<file path="config.mk">
export PLATFORM = sky130hd
export DESIGN_NAME = spi_flash_responder
export DESIGN_NICKNAME = d
export VERILOG_FILES = /design/src/rtl/spi_flash_pkg.sv /design/src/rtl/spi_edge_sync.sv /design/src/rtl/spi_flash_responder.sv
export SDC_FILE = /design/constraint.sdc
export NUM_CORES = 1
export LEC_CHECK = 0
export BUFFER_PORTS_ARGS = -buffer_cell sky130_fd_sc_hd__buf_2
export CORE_MARGIN = 10
export CORE_UTILIZATION = 59
export CTS_CLUSTER_DIAMETER = 60
export DETAILED_ROUTE_END_ITERATION = 10
export GPL_ROUTABILITY_DRIVEN = 0
export PLACE_DENSITY = 0.77
export SYNTH_ARGS = -nofsm -noshare
export SYNTH_HDL_FRONTEND = slang
export SYNTH_SLANG_ARGS = --single-unit
export TNS_END_PERCENT = 30
</file>
<file path="constraint.sdc">
create_clock -name MCLK -period 2.4 [get_ports MCLK]
set_clock_uncertainty 0.05 [all_clocks]
set_input_delay 0.12 -clock MCLK [delete_from_list [all_inputs] [get_ports MCLK]]
set_output_delay 0.12 -clock MCLK [all_outputs]
set_load 0.02 [all_outputs]
</file>
<file path="src/rtl/spi_flash_pkg.sv">
// Shared constants for the SPI-flash responder.
//   ADDR_W        : width of the local memory byte address
//   OP_*          : supported opcodes (READ, FAST READ, JEDEC ID)
//   JEDEC_*       : manufacturer / type / capacity ID bytes
//   MISO_IDLE     : level driven on MISO when no data bit is presented
//   state_t       : responder FSM states
//   jedec_byte()  : ID byte by index, 0xFF past the last ID byte
package spi_flash_pkg;

  localparam int ADDR_W = 22;

  localparam logic [7:0] OP_READ      = 8'h03;
  localparam logic [7:0] OP_FAST_READ = 8'h0B;
  localparam logic [7:0] OP_JEDEC_ID  = 8'h9F;

  localparam logic [7:0] JEDEC_MFR  = 8'hEF;
  localparam logic [7:0] JEDEC_TYPE = 8'h40;
  localparam logic [7:0] JEDEC_CAP  = 8'h16;

  localparam logic MISO_IDLE = 1'b1;

  typedef enum logic [2:0] {
    ST_IDLE,
    ST_CMD,
    ST_ADDR,
    ST_DUMMY,
    ST_DATA,
    ST_ID,
    ST_IGNORE
  } state_t;

  function automatic logic [7:0] jedec_byte(input logic [1:0] idx);
    logic [7:0] b;
    case (idx)
      2'd0:    b = JEDEC_MFR;
      2'd1:    b = JEDEC_TYPE;
      2'd2:    b = JEDEC_CAP;
      default: b = 8'hFF;
    endcase
    return b;
  endfunction

endpackage

</file>
<file path="src/rtl/spi_edge_sync.sv">
// Two-flop synchronizer with registered rise/fall strobes.
//   clk   : system clock
//   rst_n : asynchronous active-low reset
//   din   : asynchronous pin
//   sync  : synchronized level (2 clocks after the pin)
//   rise  : one-cycle strobe, 3 clocks after a pin rising edge
//   fall  : one-cycle strobe, 3 clocks after a pin falling edge
module spi_edge_sync #(
  parameter logic RESET_VAL = 1'b0
) (
  input  logic clk,
  input  logic rst_n,
  input  logic din,
  output logic sync,
  output logic rise,
  output logic fall
);

  logic s1, s2, s3;

  always_ff @(posedge clk or negedge rst_n) begin
    if (!rst_n) begin
      s1   <= RESET_VAL;
      s2   <= RESET_VAL;
      s3   <= RESET_VAL;
      rise <= 1'b0;
      fall <= 1'b0;
    end else begin
      s1   <= din;
      s2   <= s1;
      s3   <= s2;
      rise <= s2 & ~s3;
      fall <= ~s2 & s3;
    end
  end

  assign sync = s2;

endmodule

</file>
<file path="src/rtl/spi_flash_responder.sv">
// SPI-flash responder (W25Q32 subset) serving bytes from a local memory port.
//   MCLK, nRESET        : system clock, async active-low reset
//   nCS, CLK, MOSI      : SPI pins from the master (mode 0), oversampled
//   MISO                : serial data to the master, 1 when idle
//   MEMADDR, MEMRDREQ   : byte read request, held until MEMRDACK
//   MEMRDACK, MEMDATA   : one-cycle acknowledge with data
//   BUSY                : synchronized nCS low
//   CMDERR, UNDERRUN    : sticky error flags, cleared only by reset
//
// state     | meaning
// ----------+--------------------------------------------------------
// ST_IDLE   | nCS high, waiting for a transaction
// ST_CMD    | shifting in the 8-bit opcode
// ST_ADDR   | shifting in the 24-bit address
// ST_DUMMY  | FAST READ dummy byte, MISO held at 1
// ST_DATA   | streaming memory bytes, prefetching one byte ahead
// ST_ID     | streaming JEDEC ID bytes, then 0xFF
// ST_IGNORE | unsupported opcode, MISO held at 1 until nCS high
module spi_flash_responder
  import spi_flash_pkg::*;
(
  input  logic              MCLK,
  input  logic              nRESET,
  input  logic              nCS,
  input  logic              CLK,
  input  logic              MOSI,
  output logic              MISO,
  output logic [ADDR_W-1:0] MEMADDR,
  output logic              MEMRDREQ,
  input  logic              MEMRDACK,
  input  logic [7:0]        MEMDATA,
  output logic              BUSY,
  output logic              CMDERR,
  output logic              UNDERRUN
);

  logic clk_rise, clk_fall, clk_lvl_unused;
  logic ncs_sync, ncs_rise_unused, ncs_fall_unused;
  logic mosi_s1, mosi_s2;

  state_t      state, state_nxt;
  logic [4:0]  bit_cnt;
  logic [20:0] sr_in;
  logic [6:0]  sr_out;
  logic        is_fast;
  logic [1:0]  id_idx;
  logic [7:0]  pf;
  logic        pf_vld;
  logic [1:0]  skip;

  logic       cs_on;
  logic [7:0] cmd_byte;
  logic       start_read, load_addr, cmd_end, ack_ok;
  logic       boundary, take_pf, bypass, underrun_ev, pf_fill, ack_drop;
  logic [7:0] byte_src;

  spi_edge_sync #(.RESET_VAL(1'b0)) u_clk_sync (
    .clk   (MCLK),
    .rst_n (nRESET),
    .din   (CLK),
    .sync  (clk_lvl_unused),
    .rise  (clk_rise),
    .fall  (clk_fall)
  );

  spi_edge_sync #(.RESET_VAL(1'b1)) u_ncs_sync (
    .clk   (MCLK),
    .rst_n (nRESET),
    .din   (nCS),
    .sync  (ncs_sync),
    .rise  (ncs_rise_unused),
    .fall  (ncs_fall_unused)
  );

  assign cs_on    = ~ncs_sync;
  assign BUSY     = cs_on;
  assign cmd_byte = {sr_in[6:0], mosi_s2};

  always_ff @(posedge MCLK or negedge nRESET) begin
    if (!nRESET) state <= ST_IDLE;
    else         state <= state_nxt;
  end

  always_comb begin
    state_nxt = state;
    if (!cs_on) begin
      state_nxt = ST_IDLE;
    end else begin
      case (state)
        ST_IDLE: state_nxt = ST_CMD;
        ST_CMD:
          if (clk_rise && bit_cnt == 5'd7) begin
            case (cmd_byte)
              OP_READ, OP_FAST_READ: state_nxt = ST_ADDR;
              OP_JEDEC_ID:           state_nxt = ST_ID;
              default:               state_nxt = ST_IGNORE;
            endcase
          end
        ST_ADDR:
          if (clk_rise && bit_cnt == 5'd23) state_nxt = is_fast ? ST_DUMMY : ST_DATA;
        ST_DUMMY:
          if (clk_rise && bit_cnt == 5'd7) state_nxt = ST_DATA;
        default: state_nxt = state;
      endcase
    end
  end

  // Memory-side bookkeeping. "skip" counts byte slots already sent as 0xFF
  // whose memory read is still in flight; those acks are discarded so the
  // stream stays aligned with the address.
  always_comb begin
    cmd_end     = cs_on && clk_rise && state == ST_CMD && bit_cnt == 5'd7;
    load_addr   = cs_on && clk_rise && state == ST_ADDR && bit_cnt == 5'd23;
    start_read  = state != ST_DATA && state_nxt == ST_DATA;
    ack_ok      = MEMRDACK && MEMRDREQ && cs_on && state == ST_DATA;
    boundary    = cs_on && clk_fall && state == ST_DATA && bit_cnt == 5'd0;
    take_pf     = boundary && pf_vld;
    bypass      = boundary && !pf_vld && ack_ok && skip == 2'd0;
    underrun_ev = boundary && !pf_vld && !bypass;
    ack_drop    = ack_ok && skip != 2'd0;
    pf_fill     = ack_ok && skip == 2'd0 && !bypass;
    byte_src    = 8'hFF;
    if (state == ST_ID)  byte_src = jedec_byte(id_idx);
    else if (pf_vld)     byte_src = pf;
    else if (bypass)     byte_src = MEMDATA;
  end

  always_ff @(posedge MCLK or negedge nRESET) begin
    if (!nRESET) begin
      mosi_s1  <= 1'b0;
      mosi_s2  <= 1'b0;
      bit_cnt  <= '0;
      sr_in    <= '0;
      sr_out   <= '1;
      is_fast  <= 1'b0;
      id_idx   <= '0;
      MISO     <= MISO_IDLE;
      MEMADDR  <= '0;
      MEMRDREQ <= 1'b0;
      pf       <= '0;
      pf_vld   <= 1'b0;
      skip     <= '0;
      CMDERR   <= 1'b0;
      UNDERRUN <= 1'b0;
    end else begin
      mosi_s1 <= MOSI;
      mosi_s2 <= mosi_s1;

      if (!cs_on || state == ST_IDLE) begin
        bit_cnt <= '0;
      end else if (clk_rise) begin
        if (state_nxt != state)
          bit_cnt <= '0;
        else if (state == ST_DATA || state == ST_ID)
          bit_cnt <= {2'b00, bit_cnt[2:0] + 3'd1};
        else
          bit_cnt <= bit_cnt + 5'd1;
      end

      if (clk_rise && (state == ST_CMD || state == ST_ADDR))
        sr_in <= {sr_in[19:0], mosi_s2};

      if (cmd_end) begin
        is_fast <= (cmd_byte == OP_FAST_READ);
        if (state_nxt == ST_IGNORE) CMDERR <= 1'b1;
      end

      if (load_addr) MEMADDR <= {sr_in[20:0], mosi_s2};
      else if (ack_ok) MEMADDR <= MEMADDR + 1'b1;

      if (!cs_on || ack_ok)
        MEMRDREQ <= 1'b0;
      else if (start_read || (state == ST_DATA && !MEMRDREQ && !pf_vld))
        MEMRDREQ <= 1'b1;

      if (!cs_on) begin
        pf_vld <= 1'b0;
      end else if (pf_fill) begin
        pf     <= MEMDATA;
        pf_vld <= 1'b1;
      end else if (take_pf) begin
        pf_vld <= 1'b0;
      end

      if (!cs_on) skip <= '0;
      else if (underrun_ev && !ack_drop && skip != 2'd3) skip <= skip + 2'd1;
      else if (ack_drop && !underrun_ev) skip <= skip - 2'd1;

      if (underrun_ev) UNDERRUN <= 1'b1;

      if (!cs_on) begin
        id_idx <= '0;
        MISO   <= MISO_IDLE;
      end else if (clk_fall) begin
        if ((state == ST_DATA || state == ST_ID) && bit_cnt == 5'd0) begin
          sr_out <= byte_src[6:0];
          MISO   <= byte_src[7];
          if (state == ST_ID && id_idx != 2'd3) id_idx <= id_idx + 2'd1;
        end else if (state == ST_DATA || state == ST_ID) begin
          sr_out <= {sr_out[5:0], 1'b1};
          MISO   <= sr_out[6];
        end else begin
          MISO <= MISO_IDLE;
        end
      end
    end
  end

endmodule
</file>
==> run metrics <==
status=finished clean; critical path endpoint=MEMADDR[20]$_DFFE_PN0P_; number of synthesized flops with an enable pin=0; via count=3488; largest cells by area after synthesis=dfrtp_1 (44%), mux2_2 (8.6%), dfstp_2 (6.1%), nand2_1 (3.8%), o21ai_0 (2.9%); Max-Cap Viols=0; startpoint types=register; post-synthesis sequential area ratio=49.78%; Tightest Pin Transition=0.5348 ns; number of buffers added on ports=40; DRT iter0 DRCs=210; Die ar.=11100 µm²; Longest Clk Path Bufs=2; crit path max fanout=8; setup repair bufs after CTS=0; chip height=105.4 µm; dpl cell area=4692 µm²; worst skew pair latency=0.35 ns; synth unique cells=64; Final Cell Area=5059 µm²; CTS Buf Count=9; maximum vdd drop=0.0003828 V; #FFs+latches synth=85; critical path class=register to register; DRC viols=0; first-pass GRT wire length=17130 µm; largest net degree at the start of global routing=41; synthesized area=4298 µm²; largest stage delay on the critical path=0.58 ns; root buffer cell=clkbuf_8; share of layout cells above drive strength 1=25.98%; post-synth top area cell=dfrtp_1; Pre-antenna DRT Iters=7; IO Count=41; CTS clock-pin slew for the worst setup and hold paths=0.09 ns; final hold violation count=0; Mapped Cells=417; post-detail-place hpwl=7035 µm; initial core utilization=59.90%; CP cell instances=or3b_4 -> or2_1 -> or4_1 -> o211ai_1 -> o311ai_1; Worst Path Required=2.58 ns; RR Endpoint=MEMADDR[20]$_DFFE_PN0P_; R2R depth=5; # rows=31; CTS tree=yes; top cell type's share of synthesized area=43.67%; yosys warns=0; Syn Area/Cell=10.31 µm²; syn nets=438; Routed Antenna Nets=0; H-tree levels=3; Chip Width=105.4 µm; clock sinks=85; Worst Setup End Kind=register; Crit path arrival time=2.45 ns; Area Growth Syn to Fin=17.70%; worst flop-to-flop path startpoint=state[2]$_DFF_PN0_; worst setup path startpoint=state[2]$_DFF_PN0_; core footprint=7176 µm²; GR Util All Layers=18.45%; Remaining Overflow, GRT=0; nets=501; vias in the first global route=3493; relative slew slack=64.35%; worst hold-check path type=input port to async pin; Pins Over Slew Limit=0; Fmax=442.0 MHz; leak pwr=2.180 nW; worst hold margin=0.2340 ns; # setup viols final=0; drt via density=5.973; setup_tns=0 ns; WL final=9975 µm; Worst R2R Setup Slack=0.14 ns; RSZ-0062 raised after global routing=no; most common flop cell mapped by yosys=dfrtp_1; WL per Instance=17.08 µm; antenna violations before repair=0; ys async rst share=100.0%; Pwr per Cell Area=585.5 nW/µm²; fin crit share=94.28%; slowest CP cell=or4_1; fin crit period=2.263 ns; Antenna Diode Count=0
-- per-stage QoR --
step / util, % / power [mW] / worst slack (ns) / instances
finish: 70.50 / 2.962 / 0.1374 / 584
global route: 70.50 / 3.071 / 0.02475 / 584
CTS: 70.29 / 2.983 / 0.08272 / 584
detailed placement: 65.39 / 1.788 / 0.1050 / 556
global placement: 65.39 / 1.774 / 0.2023 / 556
floorplan: - / 1.695 / 0.2628 / 417
-- power breakdown --
part | switching, mW | internal [mW] | leakage [nW] | total [mW]
Combinational | 0.0858 | 0.104 | 1.03 | 0.189
Sequential | 0.0790 | 1.51 | 1.03 | 1.59
Clock | 0.498 | 0.689 | 0.117 | 1.19
-- flip-flops by register name (all words and copies together) (netlist names), 2 cells and up --
name	count
MEMADDR	22
id_idx	2
sr_in	21
skip	2
state	3
sr_out	7
pf	8
bit_cnt	5
-- final cells by class --
| type | count | area (µm²) |
|---|---|---|
| Fill cell | 510 | 2117 |
| Sequential cell | 85 | 2140 |
| Timing Repair Buffer | 71 | 465.4 |
| Clock buffer | 11 | 131.4 |
| Inverter | 12 | 45.04 |
| Clock inverter | 5 | 100.1 |
| Multi-Input combinational cell | 301 | 2053 |
| Tap cell | 99 | 123.9 |
-- how the worst min path moves through the flow --
stage / startpoint / to / slack (ns) / depth (start not counted)
after CTS: nRESET / pf[5]$_DFFE_PN0P_ / 0.25 / 2
after floorplan: nRESET / CMDERR$_DFFE_PN0P_ / -0.23 / 0
after global placement: nRESET / pf[5]$_DFFE_PN0P_ / 0.08 / 1
after global routing: nRESET / pf[5]$_DFFE_PN0P_ / 0.26 / 2
final: nRESET / pf[5]$_DFFE_PN0P_ / 0.23 / 2
after detailed placement: nRESET / pf[5]$_DFFE_PN0P_ / 0.08 / 1
-- worst max-delay path, delay by kind of cell (launching register included) --
kind            cells  cell delay, ns
simple gates        3            1.36
flops               1            0.45
compound gates      2            0.29
-- metal layers --
metal  global-route usage (%)  vias up  part of all wire [%]
met5                        0        -                     0
met4                    5.490        0                  0.99
met3                    4.385       12                   5.2
met2                    30.67      111                    50
met1                    23.36     1706                    44
li1                         -     1659                     -
-- cells by family (layout without fill, tap and decap cells) --
kind of cell | Yosys count | count (layout) | share of synthesized area (%)
simple gates | 155 | 155 | 19.59
compound gates | 92 | 92 | 14.29
flops | 85 | 85 | 49.78
mux | 33 | 33 | 8.646
buf+inv | 31 | 99 | 2.795
xor+xnor | 14 | 14 | 2.853
fa+ha+maj | 7 | 7 | 2.038
-- cells in the final DEF (no fill, tap or decap), types with 4 or more instances in the layout --
master / instances
o311ai_0: 5
inv_1: 11
nor2b_1: 6
mux2_2: 33
dfrtp_1: 75
xnor2_1: 9
a21oi_1: 15
and4_1: 7
nand4_1: 5
ha_1: 7
o21ai_0: 25
dfstp_2: 10
a31oi_1: 4
and3_1: 6
buf_2: 39
nand2_1: 44
o31ai_1: 5
clkbuf_8: 9
o211ai_1: 4
xor2_1: 5
nand3_1: 10
dlygate4sd3_1: 12
buf_4: 20
nor3_1: 19
nor2_1: 25
-- cell usage after synthesis (all sizes together) (3+ instances only) --
cell    instances
dfrtp          75
nand2          45
mux2           33
nor2           26
o21ai          26
nor3           19
a21oi          15
clkbuf         13
inv            11
dfstp          10
nand3          10
xnor2           9
and4            7
ha              7
o311ai          7
and3            6
buf             6
nor2b           6
nand4           5
o31ai           5
xor2            5
a31oi           4
nor4            4
o211ai          4
a211oi          3
a221o           3
a22oi           3
nand2b          3
nand3b          3
o21a            3
o221ai          3
o22ai           3
-- timing repair --
action / CTS / global route
gates resized for setup: 0 / 4
endpoints found under the hold margin: 44 / 0
hold buffers: 12 / 0
endpoints found under the setup margin: 0 / 9
No activity file was read; power rests on OpenSTA's default activity.
